==> config.mk <==
export PLATFORM = sky130hd
export DESIGN_NAME = motor_cmd_sequencer
export DESIGN_NICKNAME = d
export VERILOG_FILES = /design/src/rtl/motor_ctrl_pkg.sv /design/src/rtl/pwm_period_timer.sv /design/src/rtl/motor_cmd_sequencer.sv
export SDC_FILE = /design/constraint.sdc
export NUM_CORES = 1
export LEC_CHECK = 0
export CAP_MARGIN = 40
export CORE_MARGIN = 5
export CORE_UTILIZATION = 64
export CTS_CLUSTER_SIZE = 25
export DETAILED_ROUTE_END_ITERATION = 7
export PLACE_DENSITY = 0.87
export SLEW_MARGIN = 20
export SYNTH_ARGS = -nofsm -noshare
export SYNTH_HDL_FRONTEND = slang
export SYNTH_SLANG_ARGS = --single-unit
==> constraint.sdc <==
create_clock -name clk -period 13.4 [get_ports clk]
set_clock_uncertainty 0.05 [all_clocks]
set_input_delay 2.01 -clock clk [delete_from_list [all_inputs] [get_ports clk]]
set_output_delay 2.01 -clock clk [all_outputs]
set_load 0.03 [all_outputs]
==> src/rtl/motor_ctrl_pkg.sv <==
// Shared definitions for the motor command path: command width, PWM period
// defaults shared with the PWM generator, and sequencer state encoding.
package motor_ctrl_pkg;

  localparam int CMD_W         = 16;
  localparam int DEF_MAX_COUNT = 4000;
  localparam int DEF_CMD_LIMIT = 4000;

  localparam logic [1:0] ST_IDLE  = 2'b00;
  localparam logic [1:0] ST_RUN   = 2'b01;
  localparam logic [1:0] ST_DWELL = 2'b10;
  localparam logic [1:0] ST_FAULT = 2'b11;

  typedef logic signed [CMD_W-1:0] cmd_t;

endpackage

==> src/rtl/pwm_period_timer.sv <==
// Free-running PWM period counter; period_tick is registered and is high
// for the single cycle in which the counter holds MAX_COUNT-1.
module pwm_period_timer
  import motor_ctrl_pkg::*;
#(
  parameter int MAX_COUNT = DEF_MAX_COUNT
) (
  input  logic clk,
  input  logic reset_n,
  output logic period_tick
);

  localparam int              CNT_W = (MAX_COUNT > 1) ? $clog2(MAX_COUNT) : 1;
  localparam logic [CNT_W-1:0] LAST = CNT_W'(MAX_COUNT - 1);

  logic [CNT_W-1:0] cnt;
  logic [CNT_W-1:0] cnt_nxt;

  always_comb begin
    cnt_nxt = (cnt == LAST) ? '0 : cnt + 1'b1;
  end

  always_ff @(posedge clk or negedge reset_n) begin
    if (!reset_n) begin
      cnt         <= '0;
      period_tick <= 1'b0;
    end else begin
      cnt         <= cnt_nxt;
      period_tick <= (cnt_nxt == LAST);
    end
  end

endmodule

==> src/rtl/motor_cmd_sequencer.sv <==
// Clamps and slew-limits the PID target into the signed PWM duty command,
// inserting a zero-command dwell after every stop and handling enable/fault.
module motor_cmd_sequencer
  import motor_ctrl_pkg::*;
#(
  parameter int MAX_COUNT     = DEF_MAX_COUNT,
  parameter int CMD_LIMIT     = DEF_CMD_LIMIT,
  parameter int SLEW_STEP     = 40,
  parameter int REVERSE_DWELL = 25
) (
  input  logic                    clk,
  input  logic                    reset_n,
  input  logic                    enable,
  input  logic                    fault,
  input  logic                    fault_clear,
  input  logic                    target_valid,
  input  logic signed [CMD_W-1:0] target_cmd,
  output logic signed [CMD_W-1:0] pwm_cmd,
  output logic                    period_tick,
  output logic [1:0]              state,
  output logic                    at_target,
  output logic                    fault_latched
);

  localparam int DW_W = (REVERSE_DWELL > 0) ? $clog2(REVERSE_DWELL + 1) : 1;
  localparam logic [DW_W-1:0]     DW_LOAD = DW_W'(REVERSE_DWELL);
  localparam logic [DW_W-1:0]     DW_ONE  = DW_W'(1);
  localparam logic signed [CMD_W:0] LIM_X  = (CMD_W + 1)'(CMD_LIMIT);
  localparam logic signed [CMD_W:0] STEP_X = (CMD_W + 1)'(SLEW_STEP);
  localparam cmd_t LIM_C  = cmd_t'(CMD_LIMIT);
  localparam cmd_t NLIM_C = cmd_t'(-CMD_LIMIT);
  localparam cmd_t STEP_C = cmd_t'(SLEW_STEP);

  // Saturate to +/-CMD_LIMIT; widened so -32768 compares correctly.
  function automatic cmd_t clamp_cmd(input cmd_t v);
    logic signed [CMD_W:0] v_x;
    v_x = {v[CMD_W-1], v};
    if (v_x > LIM_X)       clamp_cmd = LIM_C;
    else if (v_x < -LIM_X) clamp_cmd = NLIM_C;
    else                   clamp_cmd = v;
  endfunction

  // One slew step toward eff; the difference is formed at CMD_W+1 bits.
  function automatic cmd_t slew_toward(input cmd_t cur, input cmd_t eff);
    logic signed [CMD_W:0] diff;
    diff = {eff[CMD_W-1], eff} - {cur[CMD_W-1], cur};
    if (diff > STEP_X)       slew_toward = cur + STEP_C;
    else if (diff < -STEP_X) slew_toward = cur - STEP_C;
    else                     slew_toward = eff;
  endfunction

  cmd_t            tgt;
  cmd_t            tgt_nxt;
  cmd_t            pwm_nxt;
  cmd_t            eff;
  logic [1:0]      state_nxt;
  logic [DW_W-1:0] dwell_cnt;
  logic [DW_W-1:0] dwell_nxt;
  logic            at_nxt;

  pwm_period_timer #(
    .MAX_COUNT (MAX_COUNT)
  ) u_timer (
    .clk         (clk),
    .reset_n     (reset_n),
    .period_tick (period_tick)
  );

  always_comb begin
    state_nxt = state;
    pwm_nxt   = pwm_cmd;
    tgt_nxt   = tgt;
    dwell_nxt = dwell_cnt;
    eff       = tgt;

    if (target_valid && (state != ST_FAULT)) tgt_nxt = clamp_cmd(target_cmd);

    if (fault) begin
      state_nxt = ST_FAULT;
      pwm_nxt   = '0;
    end else if (state == ST_FAULT) begin
      pwm_nxt = '0;
      if (fault_clear) state_nxt = ST_IDLE;
    end else if (!enable) begin
      state_nxt = ST_IDLE;
      pwm_nxt   = '0;
    end else begin
      case (state)
        ST_IDLE: begin
          state_nxt = ST_RUN;
          pwm_nxt   = '0;
        end
        ST_RUN: begin
          if (period_tick) begin
            // A sign reversal is forced through zero so the dwell always runs.
            if ((pwm_cmd != '0) && (tgt != '0) && (pwm_cmd[CMD_W-1] != tgt[CMD_W-1]))
              eff = '0;
            pwm_nxt = slew_toward(pwm_cmd, eff);
            if ((pwm_cmd != '0) && (pwm_nxt == '0)) begin
              state_nxt = ST_DWELL;
              dwell_nxt = DW_LOAD;
            end
          end
        end
        ST_DWELL: begin
          pwm_nxt = '0;
          if (period_tick) begin
            if (dwell_cnt <= DW_ONE) begin
              state_nxt = ST_RUN;
              dwell_nxt = '0;
            end else begin
              dwell_nxt = dwell_cnt - 1'b1;
            end
          end
        end
        default: begin
          state_nxt = ST_IDLE;
          pwm_nxt   = '0;
        end
      endcase
    end

    at_nxt = (state_nxt == ST_RUN) && (pwm_nxt == tgt_nxt);
  end

  always_ff @(posedge clk or negedge reset_n) begin
    if (!reset_n) begin
      state         <= ST_IDLE;
      pwm_cmd       <= '0;
      tgt           <= '0;
      dwell_cnt     <= '0;
      at_target     <= 1'b0;
      fault_latched <= 1'b0;
    end else begin
      state         <= state_nxt;
      pwm_cmd       <= pwm_nxt;
      tgt           <= tgt_nxt;
      dwell_cnt     <= dwell_nxt;
      at_target     <= at_nxt;
      fault_latched <= (state_nxt == ST_FAULT);
    end
  end

endmodule

Word-level counts from Yosys, hierarchy flattened
Index checks and enable logic that the tools add are counted.

word-level totals
  register bits = 54
  output and inout bits = 21
  input bits = 22
  word-level logic and storage cells = 80

operators by class
  add/subtract/negate cells = 5
  $lt $le $gt $ge = 5
  bitwise gates (word level) = 2
  equality and inequality tests = 13
  multiplexer cells = 36
  reduce and logical (&&, ||, !) cells = 11

operators with widths
  operator               number
  $mux 16                21
  $reduce_bool 16->1     2
  $eq 12x12->1 const B   2
  $mux 5                 4
  $gt 17x7->1 const B    1
  $lt 17x7->1 const B    1
  $sub 16x16->17         1
  $add 16x7->16 const B  1
  $eq 16x16->1           1
  $gt 16x13->1 const B   1
  $logic_not 16->1       1
  $lt 16x13->1 const B   1
  $mux 2                 8
  $sub 16x7->16 const B  1
  $add 12x1->12 const B  1
  $mux 12                1
  $pmux 5 s2             1
  $reduce_and 7->1       1
  $eq 2x2->1 const B     3
  $pmux 2 s3             1
  $le 5x1->1 const B     1
  $logic_and 1x1->1      5
  $sub 5x1->5 const B    1
  $eq 2x1->1 const B     2
  other kinds (6)        9

Logic depth before layout (Yosys ltp)
Gate-level depths: netlist of the first run.

  depth in word-level cells = 28
  gate-level depth with buffers = 26
  depth with buffers taken out = 21

Modules after synthesis
A second synthesis of the first run with hierarchy kept.

unflattened totals
  cell total of the unflattened synthesis = 701
  area total of the unflattened synthesis = 5542.8 um2

by module, submodules not included
  module               area an instance (um2)  seq. area each (um2)  cells an instance  instances
  motor_cmd_sequencer  4749.6                  1026.0                618                1
  pwm_period_timer     793.3                   325.3                 83                 1

Worst setup path after synthesis of the first run
OpenSTA, ideal clock, no wires.

  kind = reg-to-reg
  start point = register pwm_cmd[9]
  end point = register at_target
  slack = 7.366 ns
  path buffers = 3
  stages on the path, launching flop included = 25
  arrival time = 5.888 ns
  clock period less this slack = 6.034 ns
  library setup time = 0.096 ns
  data required time = 13.254 ns
  cells stage by stage = dfrtp_1 clkbuf_1 nor3_1 and4_1 nand3_1 nor4_1 or3_1 clkbuf_1 clkbuf_1 nand2_1 ha_1 fa_1 and2b_1 o2111a_1 o21ai_0 a221oi_1 nor4b_1 nand4_1 o21ai_1 o32a_1 o21ai_0 a22o_1 a211o_1 a2111o_1 nor4_2

on the way
  longest elaborated chain between the ends = 28
  elaborated cells between the ends (all ways) = 37
  those cells by class = 3 x add/sub; 2 x order compare; 2 x eq/ne; 24 x mux; 6 x reduce/logical

ends and longest elaborated chain
  element                          line                                                  RTL
  from (decl)                      motor_cmd_sequencer.sv:18                             output logic signed [CMD_W-1:0] pwm_cmd,
  from (signal assigned)           motor_cmd_sequencer.sv:136                            pwm_cmd <= pwm_nxt;
  $reduce_bool 16->1               motor_cmd_sequencer.sv:96, motor_cmd_sequencer.sv:99
  $logic_and 1x1->1 (2 in series)  motor_cmd_sequencer.sv:96                             if ((pwm_cmd != '0) && (tgt != '0) && (pwm_cmd[CMD_W-1] != tgt[CMD_W-1]))
  $mux 16                          motor_cmd_sequencer.sv:96
  $mux 16                          motor_cmd_sequencer.sv:94                             if (period_tick) begin
  $mux 16                          motor_cmd_sequencer.sv:88                             case (state)
  $mux 16                          motor_cmd_sequencer.sv:84                             end else if (!enable) begin
  $mux 16                          motor_cmd_sequencer.sv:81                             end else if (state == ST_FAULT) begin
  $mux 16                          motor_cmd_sequencer.sv:78                             if (fault) begin
  [... 12 more ...]                n/a
  $mux 2                           motor_cmd_sequencer.sv:94
  $pmux 2 s3                       motor_cmd_sequencer.sv:88
  $mux 2                           motor_cmd_sequencer.sv:84
  $mux 2                           motor_cmd_sequencer.sv:81
  $mux 2                           motor_cmd_sequencer.sv:78
  $eq 2x1->1                       motor_cmd_sequencer.sv:123                            at_nxt = (state_nxt == ST_RUN) && (pwm_nxt == tgt_nxt);
  $logic_and 1x1->1 (*)            motor_cmd_sequencer.sv:123
  named net at_nxt                 motor_cmd_sequencer.sv:59                             logic at_nxt;
  to (signal assigned)             motor_cmd_sequencer.sv:139                            at_target <= at_nxt;
  to (decl)                        motor_cmd_sequencer.sv:21                             output logic at_target,

Mark *: on every way through the listed nets, which the timed path passes. The rest lies on a longest branch. The select of a mux whose other input is x is not followed.
A chain may end at the register's enable or synchronous reset.

Worst setup path in the final report of the first run
  start point = register pwm_cmd[10]
  end point = register dwell_cnt[3]

on the way
  longest elaborated chain between the ends = 22
  elaborated cells between the ends (all ways) = 25
  those cells by class = 3 x add/sub; 2 x order compare; 1 x eq/ne; 13 x mux; 6 x reduce/logical

ends and longest elaborated chain
  element                                line                                                  RTL
  $reduce_bool 16->1                     motor_cmd_sequencer.sv:96, motor_cmd_sequencer.sv:99
  $logic_and 1x1->1 (2 in series)        motor_cmd_sequencer.sv:96
  $mux 16                                motor_cmd_sequencer.sv:96
  $mux 16                                motor_cmd_sequencer.sv:94
  $mux 16                                motor_cmd_sequencer.sv:88
  $mux 16                                motor_cmd_sequencer.sv:84
  $mux 16                                motor_cmd_sequencer.sv:81
  $mux 16                                motor_cmd_sequencer.sv:78
  [... 5 more ...]                       n/a
  $mux 16                                motor_cmd_sequencer.sv:88
  $mux 16                                motor_cmd_sequencer.sv:84
  $mux 16                                motor_cmd_sequencer.sv:81
  $mux 16                                motor_cmd_sequencer.sv:78
  $logic_not 16->1                       motor_cmd_sequencer.sv:99                             if ((pwm_cmd != '0) && (pwm_nxt == '0)) begin
  $logic_and 1x1->1 (*)                  motor_cmd_sequencer.sv:99
  $ne 2x2->1 (no source line) (*)        n/a
  $reduce_and 7->1 (no source line) (*)  n/a
  to (signal assigned)                   motor_cmd_sequencer.sv:138                            dwell_cnt <= dwell_nxt;
  to (decl)                              motor_cmd_sequencer.sv:57                             logic [DW_W-1:0] dwell_cnt;

Every way passes the cells marked *; elsewhere a longest branch is shown, timed or not. The select of a mux whose other input is x is not followed.

==> results.sh, run 1 <==
export IMPL_status="completed"
export IMPL_pwr_density_cell_nw_per_um2=96.7
export IMPL_grt_pass1_vias=5554
export IMPL_critPathCaptureType="register"
export IMPL_dieArea_um2=10300
export IMPL_antenna_cells=0
export IMPL_drt_wl_total_um=17800
export IMPL_path_cells="nor3_1, and4_1, nand3_1, nor4_1, or3_1, nand2_1, ha_1, fa_1, and2b_1, o2111ai_1, a21oi_1, nor3_1, nor3_1, nor3_1, a21oi_1, mux2i_1, a221oi_1, o2111ai_1, nor4_2, nand2_1, o31ai_1"
export IMPL_dpl_hpwl_um=13600
export IMPL_drcViolationCount=0
export IMPL_core_area_um2=8180
export IMPL_num_vias=5912
export IMPL_place_area_um2=5800
export IMPL_ys_seq_area_share_pct=25.2
export IMPL_peakVddDrop_mv=0.0762
export IMPL_grtUsageTotal_pct=34.7
export IMPL_clkTransAtPathRegs_ps=90
export IMPL_p_sw_uw=251
export IMPL_syn_nets=747
export IMPL_slowest_delay_ps=770
export IMPL_netSwitchingFraction_pct=44.0
export IMPL_cts_max_level=2
export IMPL_synth_area_leaders="dfrtp_1 25%, ha_1 5.4%, nand2_1 5.0%"
export IMPL_wire_per_inst_um=21.4
export IMPL_cp_arrival_ps=7350
export IMPL_required_ps=13560
export IMPL_syn_inst=701
export IMPL_top_usage_layer="met2"
export IMPL_drt_iter0_markers=728
export IMPL_hold_path_class="register to register"
export IMPL_syn_to_final_growth_pct=10.3
export IMPL_design_area_um2=5910
export IMPL_routabilityCongestion=1.11
export IMPL_antenna_found_initial=0
export IMPL_cts_tree="yes"
export IMPL_path_common_cell="nor3_1"
export IMPL_combPwrFrac_pct=51.2
export IMPL_fin_crit_sh_pct=53.7
export IMPL_holdWs_ps=442
export IMPL_grt_max_degree=55
export IMPL_die_y_um=101
export IMPL_final_cell_mix="72 x nand2_1, 54 x dfrtp_1, 52 x nor2_1, 42 x a21oi_1"
export IMPL_crit_fanout=20
export IMPL_final_common_cell="nand2_1"
export IMPL_syn_area_um2=5360
export IMPL_synth_edff_count=0
export IMPL_p_int_uw=320
export IMPL_ys_seq_elements=54
export IMPL_start_kind="register"
export IMPL_synth_main_ff_cell="dfrtp_1"
export IMPL_final_min_clock_period_ps=7190
export IMPL_ant_nets=0
export IMPL_layout_drive_gt1_share_pct=6.19
export IMPL_hold_viol=0
export IMPL_synthDistinctLibCells=79
export IMPL_firstDrtPassIters=7
export IMPL_ios=43
export IMPL_p_total_uw=571
export IMPL_row_count=33
export IMPL_start_util_pct=65.5
export IMPL_synth_warnings=0
export IMPL_critPathSlowestCell="a21oi_1"
export IMPL_cts_inserted_buffers=5
export IMPL_cts_max_path_buffers=2
export IMPL_grt_overflow=0
export IMPL_nFillCells=662
export IMPL_async_flop_share_pct=100
export IMPL_netlist_area_leader_share_pct=25.2
export IMPL_finalMaxSlewViolations=0
export IMPL_via_per_inst=7.11
export IMPL_power_leakage_uw=0.00237
export IMPL_fmax_ghz=0.139
export IMPL_grtUsageMet2_pct=55.7
export IMPL_cap_violations=0
export IMPL_pwr_share_seq_pct=32.3
export IMPL_clock_latency_ps=310
export IMPL_grt_pass1_wl_um=28400
export IMPL_cts_setup_buffers=0
export IMPL_relSlewSlack_pct=39.2
export IMPL_finalSetupTns_ps=0
export IMPL_clockPowerShare_pct=16.4
export IMPL_use_met1_pct=45.6
export IMPL_cts_sinks=54
export IMPL_cts_hold_buf=0
export IMPL_die_x_um=101
export IMPL_nNetsFinal=772
export IMPL_tightest_slew_ps=912
export IMPL_yosys_area_top_type="dfrtp_1"
export IMPL_numPortBuffers=42
export IMPL_finalSetupViolCount=0
export IMPL_post_cts_resized=0
export IMPL_grt_use_met3_pct=4.89
export IMPL_postSynthAreaPerCell_um2=7.64
export IMPL_crit_type="register to register"
export IMPL_cts_root_buf="clkbuf_8"
export IMPL_rsz0062_at_grt="no"
-- power by group through the flow --
stage / clock, uW / combinational (uW) / sequential (uW)
2_1_floorplan: 0 / 205 / 183
3_3_place_gp: 0 / 272 / 186
3_5_place_dp: 0 / 280 / 186
4_1_cts: 96.1 / 282 / 183
5_1_grt: 103 / 314 / 185
6_report: 93.9 / 293 / 185
-- cell families (layout without fill, tap and decap cells) --
group	Yosys count	in the layout	share of synthesized area, %
and+or+nand+nor	303	303	29.3
AOI/OAI and AO/OA	206	206	27.2
buffers and inverters	72	98	5.37
DFF	54	54	25.2
xor gates and xnor gates	34	34	5.56
adders and majority gates	24	24	5.75
muxes	8	8	1.52
-- critical path, delay by kind of cell, from the launching register on --
family | cells | cell delay [ps]
adder cells (fa/ha/maj) | 2 | 640
multiplexers | 1 | 290
flip-flops | 1 | 540
AND/OR/NAND/NOR | 12 | 3220
AO/OA/AOI/OAI | 6 | 2350
-- area by class of cell --
type | count | area (um^2) | share of cell area (%)
Inverter | 40 | 150 | 2.54
Multi-Input combinational cell | 575 | 3720 | 62.9
Clock inverter | 1 | 5.00 | 0.0847
Timing Repair Buffer | 50 | 465 | 7.88
Tap cell | 105 | 131 | 2.22
Sequential cell | 54 | 1350 | 22.9
Clock buffer | 7 | 86.3 | 1.46
-- final timing paths --
check	slack [ps]	end	cells after the start	startpoint
min	440	u_timer.cnt[0]	1	u_timer.cnt[0]
max	6210	dwell_cnt[3]	21	pwm_cmd[10]
min in group asynchronous	1800	u_timer.cnt[1]	2	reset_n
min reg2reg	440	u_timer.cnt[0]	1	u_timer.cnt[0]
max in group asynchronous	11050	dwell_cnt[4]	2	reset_n
max reg2reg	6210	dwell_cnt[3]	21	pwm_cmd[10]
-- registers in the layout, indices dropped and copies added, names as in the netlist --
signal,cells
state,2
dwell_cnt,5
u_timer.period_tick,1
pwm_cmd,16
u_timer.cnt,12
tgt,16
fault_latched,1
at_target,1
-- Yosys cell counts (9+ instances only) --
| cell type | instances |
|---|---|
| clkbuf_1 | 21 |
| and3_1 | 9 |
| xor2_1 | 13 |
| nand4_1 | 14 |
| ha_1 | 23 |
| nand3_1 | 41 |
| nor4_1 | 16 |
| a21o_1 | 15 |
| and2_1 | 19 |
| xnor2_1 | 21 |
| nor3_1 | 30 |
| o21ai_0 | 32 |
| a21oi_1 | 42 |
| nor2_1 | 52 |
| nand2_1 | 72 |
| inv_1 | 40 |
| dfrtp_1 | 54 |
-- metal layers --
| metal | routed length (um) | vias up |
|---|---|---|
| met2 | 8240 | 394 |
| li1 | - | 2667 |
| met3 | 1580 | 84 |
| met5 | 0 | - |
| met1 | 7020 | 2767 |
| met4 | 923 | 0 |
-- per-stage QoR --
stage / instances / util, % / worst slack [ps]
global route: 832 / 72.3 / 5680
floorplan: 701 / - / 7370
detailed placement: 821 / 71.0 / 6390
finish: 832 / 72.3 / 6210
global placement: 820 / 70.9 / 6630
CTS: 829 / 72.1 / 6390
(Power assumes the default switching activity.)
==> inputs of run 2 (changes only) <==
--- a/config.mk
+++ b/config.mk
@@ -7,10 +7,10 @@
 export LEC_CHECK = 0
 export CAP_MARGIN = 40
 export CORE_MARGIN = 5
-export CORE_UTILIZATION = 64
+export CORE_UTILIZATION = 60
 export CTS_CLUSTER_SIZE = 25
 export DETAILED_ROUTE_END_ITERATION = 7
-export PLACE_DENSITY = 0.87
+export PLACE_DENSITY = 0.82
 export SLEW_MARGIN = 20
 export SYNTH_ARGS = -nofsm -noshare
 export SYNTH_HDL_FRONTEND = slang
==> constraint.sdc (replaced) <==
create_clock -name clk -period 7.4 [get_ports clk]
set_clock_uncertainty 0.05 [all_clocks]
set_input_delay 1.11 -clock clk [delete_from_list [all_inputs] [get_ports clk]]
set_output_delay 1.11 -clock clk [all_outputs]
set_load 0.03 [all_outputs]
==> run 2 against run 1 <==
  * Total power increased by 88%
  * Worst hold slack improved by 29 ps
  * Core utilization decreased by 3.5 points
  * Critical path depth increased by 1
  * Non-clock buffer count increased by 8
  * Final cell count increased by 1.3%
  * Die area increased by 6.0%
  * Worst setup slack got worse by 5500 ps
  * Critical path type unchanged
  * Highest routed layer unchanged
==> results.sh, run 2 (synthesis gave the netlist of run 1 again) <==
export IMPL_antenna_cells=0
export IMPL_pwr_density_cell_nw_per_um2=179
export IMPL_clock_latency_ps=320
export IMPL_antenna_found_initial=0
export IMPL_nNetsFinal=780
export IMPL_hold_viol=0
export IMPL_cts_setup_buffers=0
export IMPL_cts_root_buf="clkbuf_8"
export IMPL_layout_drive_gt1_share_pct=7.48
export IMPL_cts_inserted_buffers=5
export IMPL_start_kind="register"
export IMPL_peakVddDrop_mv=0.152
export IMPL_cp_arrival_ps=6870
export IMPL_final_min_clock_period_ps=6720
export IMPL_path_cells="nor3_1, and4_1, nand3_1, nor4_1, or3_4, nand2_1, ha_1, fa_1, and2b_1, o2111a_1, o21ai_0, a221oi_1, nor4b_1, nand4_1, o21ai_1, buf_4, a21oi_1, a211oi_1, o211ai_1, o41a_1, o21ai_1, nor4_2"
export IMPL_start_util_pct=61.4
export IMPL_final_cell_mix="72 x nand2_1, 54 x dfrtp_1, 52 x nor2_1, 42 x a21oi_1"
export IMPL_firstDrtPassIters=5
export IMPL_post_cts_resized=0
export IMPL_syn_to_final_growth_pct=11.9
export IMPL_die_x_um=104
export IMPL_critPathCaptureType="register"
export IMPL_cts_max_path_buffers=2
export IMPL_dieArea_um2=10900
export IMPL_drcViolationCount=0
export IMPL_finalSetupViolCount=0
export IMPL_drt_iter0_markers=719
export IMPL_path_common_cell="o21ai_1"
export IMPL_fin_crit_sh_pct=90.8
export IMPL_design_area_um2=5990
export IMPL_numPortBuffers=42
export IMPL_finalSetupTns_ps=0
export IMPL_cts_max_level=2
export IMPL_ios=43
export IMPL_cts_hold_buf=0
export IMPL_top_layer="met4"
export IMPL_wl_met1_um=7590
export IMPL_finalMaxSlewViolations=0
export IMPL_hold_path_class="register to register"
export IMPL_routabilityCongestion=1.03
export IMPL_critPathSlowestCell="dfrtp_1"
export IMPL_grt_max_degree=55
export IMPL_die_y_um=104
export IMPL_dpl_hpwl_um=14700
export IMPL_status="completed"
export IMPL_clkTransAtPathRegs_ps=110
export IMPL_cts_tree="yes"
export IMPL_cts_sinks=54
export IMPL_nFillCells=712
export IMPL_ant_nets=0
export IMPL_grt_pass1_vias=5634
export IMPL_fmax_ghz=0.149
export IMPL_final_common_cell="nand2_1"
export IMPL_core_area_um2=8720
export IMPL_relSlewSlack_pct=41.3
export IMPL_grt_pass1_wl_um=30300
export IMPL_power_leakage_uw=0.00242
export IMPL_crit_type="register to register"
export IMPL_slowest_delay_ps=540
export IMPL_tightest_slew_ps=879
export IMPL_grtUsageTotal_pct=33.8
export IMPL_rsz0062_at_grt="no"
export IMPL_place_area_um2=5870
export IMPL_grt_overflow=0
export IMPL_drt_wl_total_um=18900
export IMPL_via_per_inst=7.11
export IMPL_crit_fanout=20
export IMPL_wl_met2_um=8790
export IMPL_top_regs="pwm_cmd: 16 flops, tgt: 16 flops, u_timer.cnt: 12 flops"
export IMPL_required_ps=7550
export IMPL_wire_per_inst_um=22.4
export IMPL_cap_violations=0
export IMPL_wl_met3_um=1690
export IMPL_num_vias=5994
export IMPL_row_count=34
[run 2: report_power, final]
group          leakage [uW]  switching, uW  internal (uW)  total [uW]
combinational       0.00167            348            199         547
sequential         0.000702           22.4            312         334
clock             0.0000537            112           79.9         191
total               0.00242            482            590        1070
[run 2: area by class of cell]
cell class | count | area (um^2) | share of cell area [%]
inverter | 40 | 150 | 2.51
clock buffer | 6 | 82.6 | 1.38
sequential | 54 | 1350 | 22.6
timing repair buffer | 58 | 531 | 8.85
clock inverter | 2 | 20.0 | 0.334
multi-input combinational | 575 | 3720 | 62.1
tap | 108 | 135 | 2.26
[run 2: final timing paths]
| kind | slack, ps | cells past startpoint | startpoint | endpoint |
|---|---|---|---|---|
| worst max-delay path | 680 | 22 | pwm_cmd[10] | at_target |
| worst min-delay path | 470 | 1 | u_timer.cnt[0] | u_timer.cnt[0] |
| worst max register to register | 680 | 22 | pwm_cmd[10] | at_target |
| worst min register to register | 470 | 1 | u_timer.cnt[0] | u_timer.cnt[0] |
| max in group asynchronous | 5960 | 2 | reset_n | pwm_cmd[1] |
| min in group asynchronous | 850 | 2 | reset_n | u_timer.cnt[0] |
[run 2: worst max-delay path: cells and delay by family (launching register included)]
family	cells	cell delay [ps]
fa+ha+maj	2	630
flops	1	540
compound gates	9	2650
simple gates	10	2500
buf+inv	1	250
[run 2: metal layers]
layer | track usage (%) | vias up
met1 | 44.8 | 2846
met3 | 4.78 | 80
li1 | - | 2689
met4 | 13.8 | 0
met5 | 0 | -
met2 | 55.1 | 379
[run 2: per-stage QoR]
step                setup WS [ps]  util (%)  cells  hold WS (ps)  total power [uW]
finish                        681      68.7    843           470              1070
global placement              658      67.3    832           431               844
CTS                           314      68.5    841           471              1050
global route                  248      68.7    843           518              1120
detailed placement            401      67.3    833           456               857
floorplan                    1370         -    701           396               702
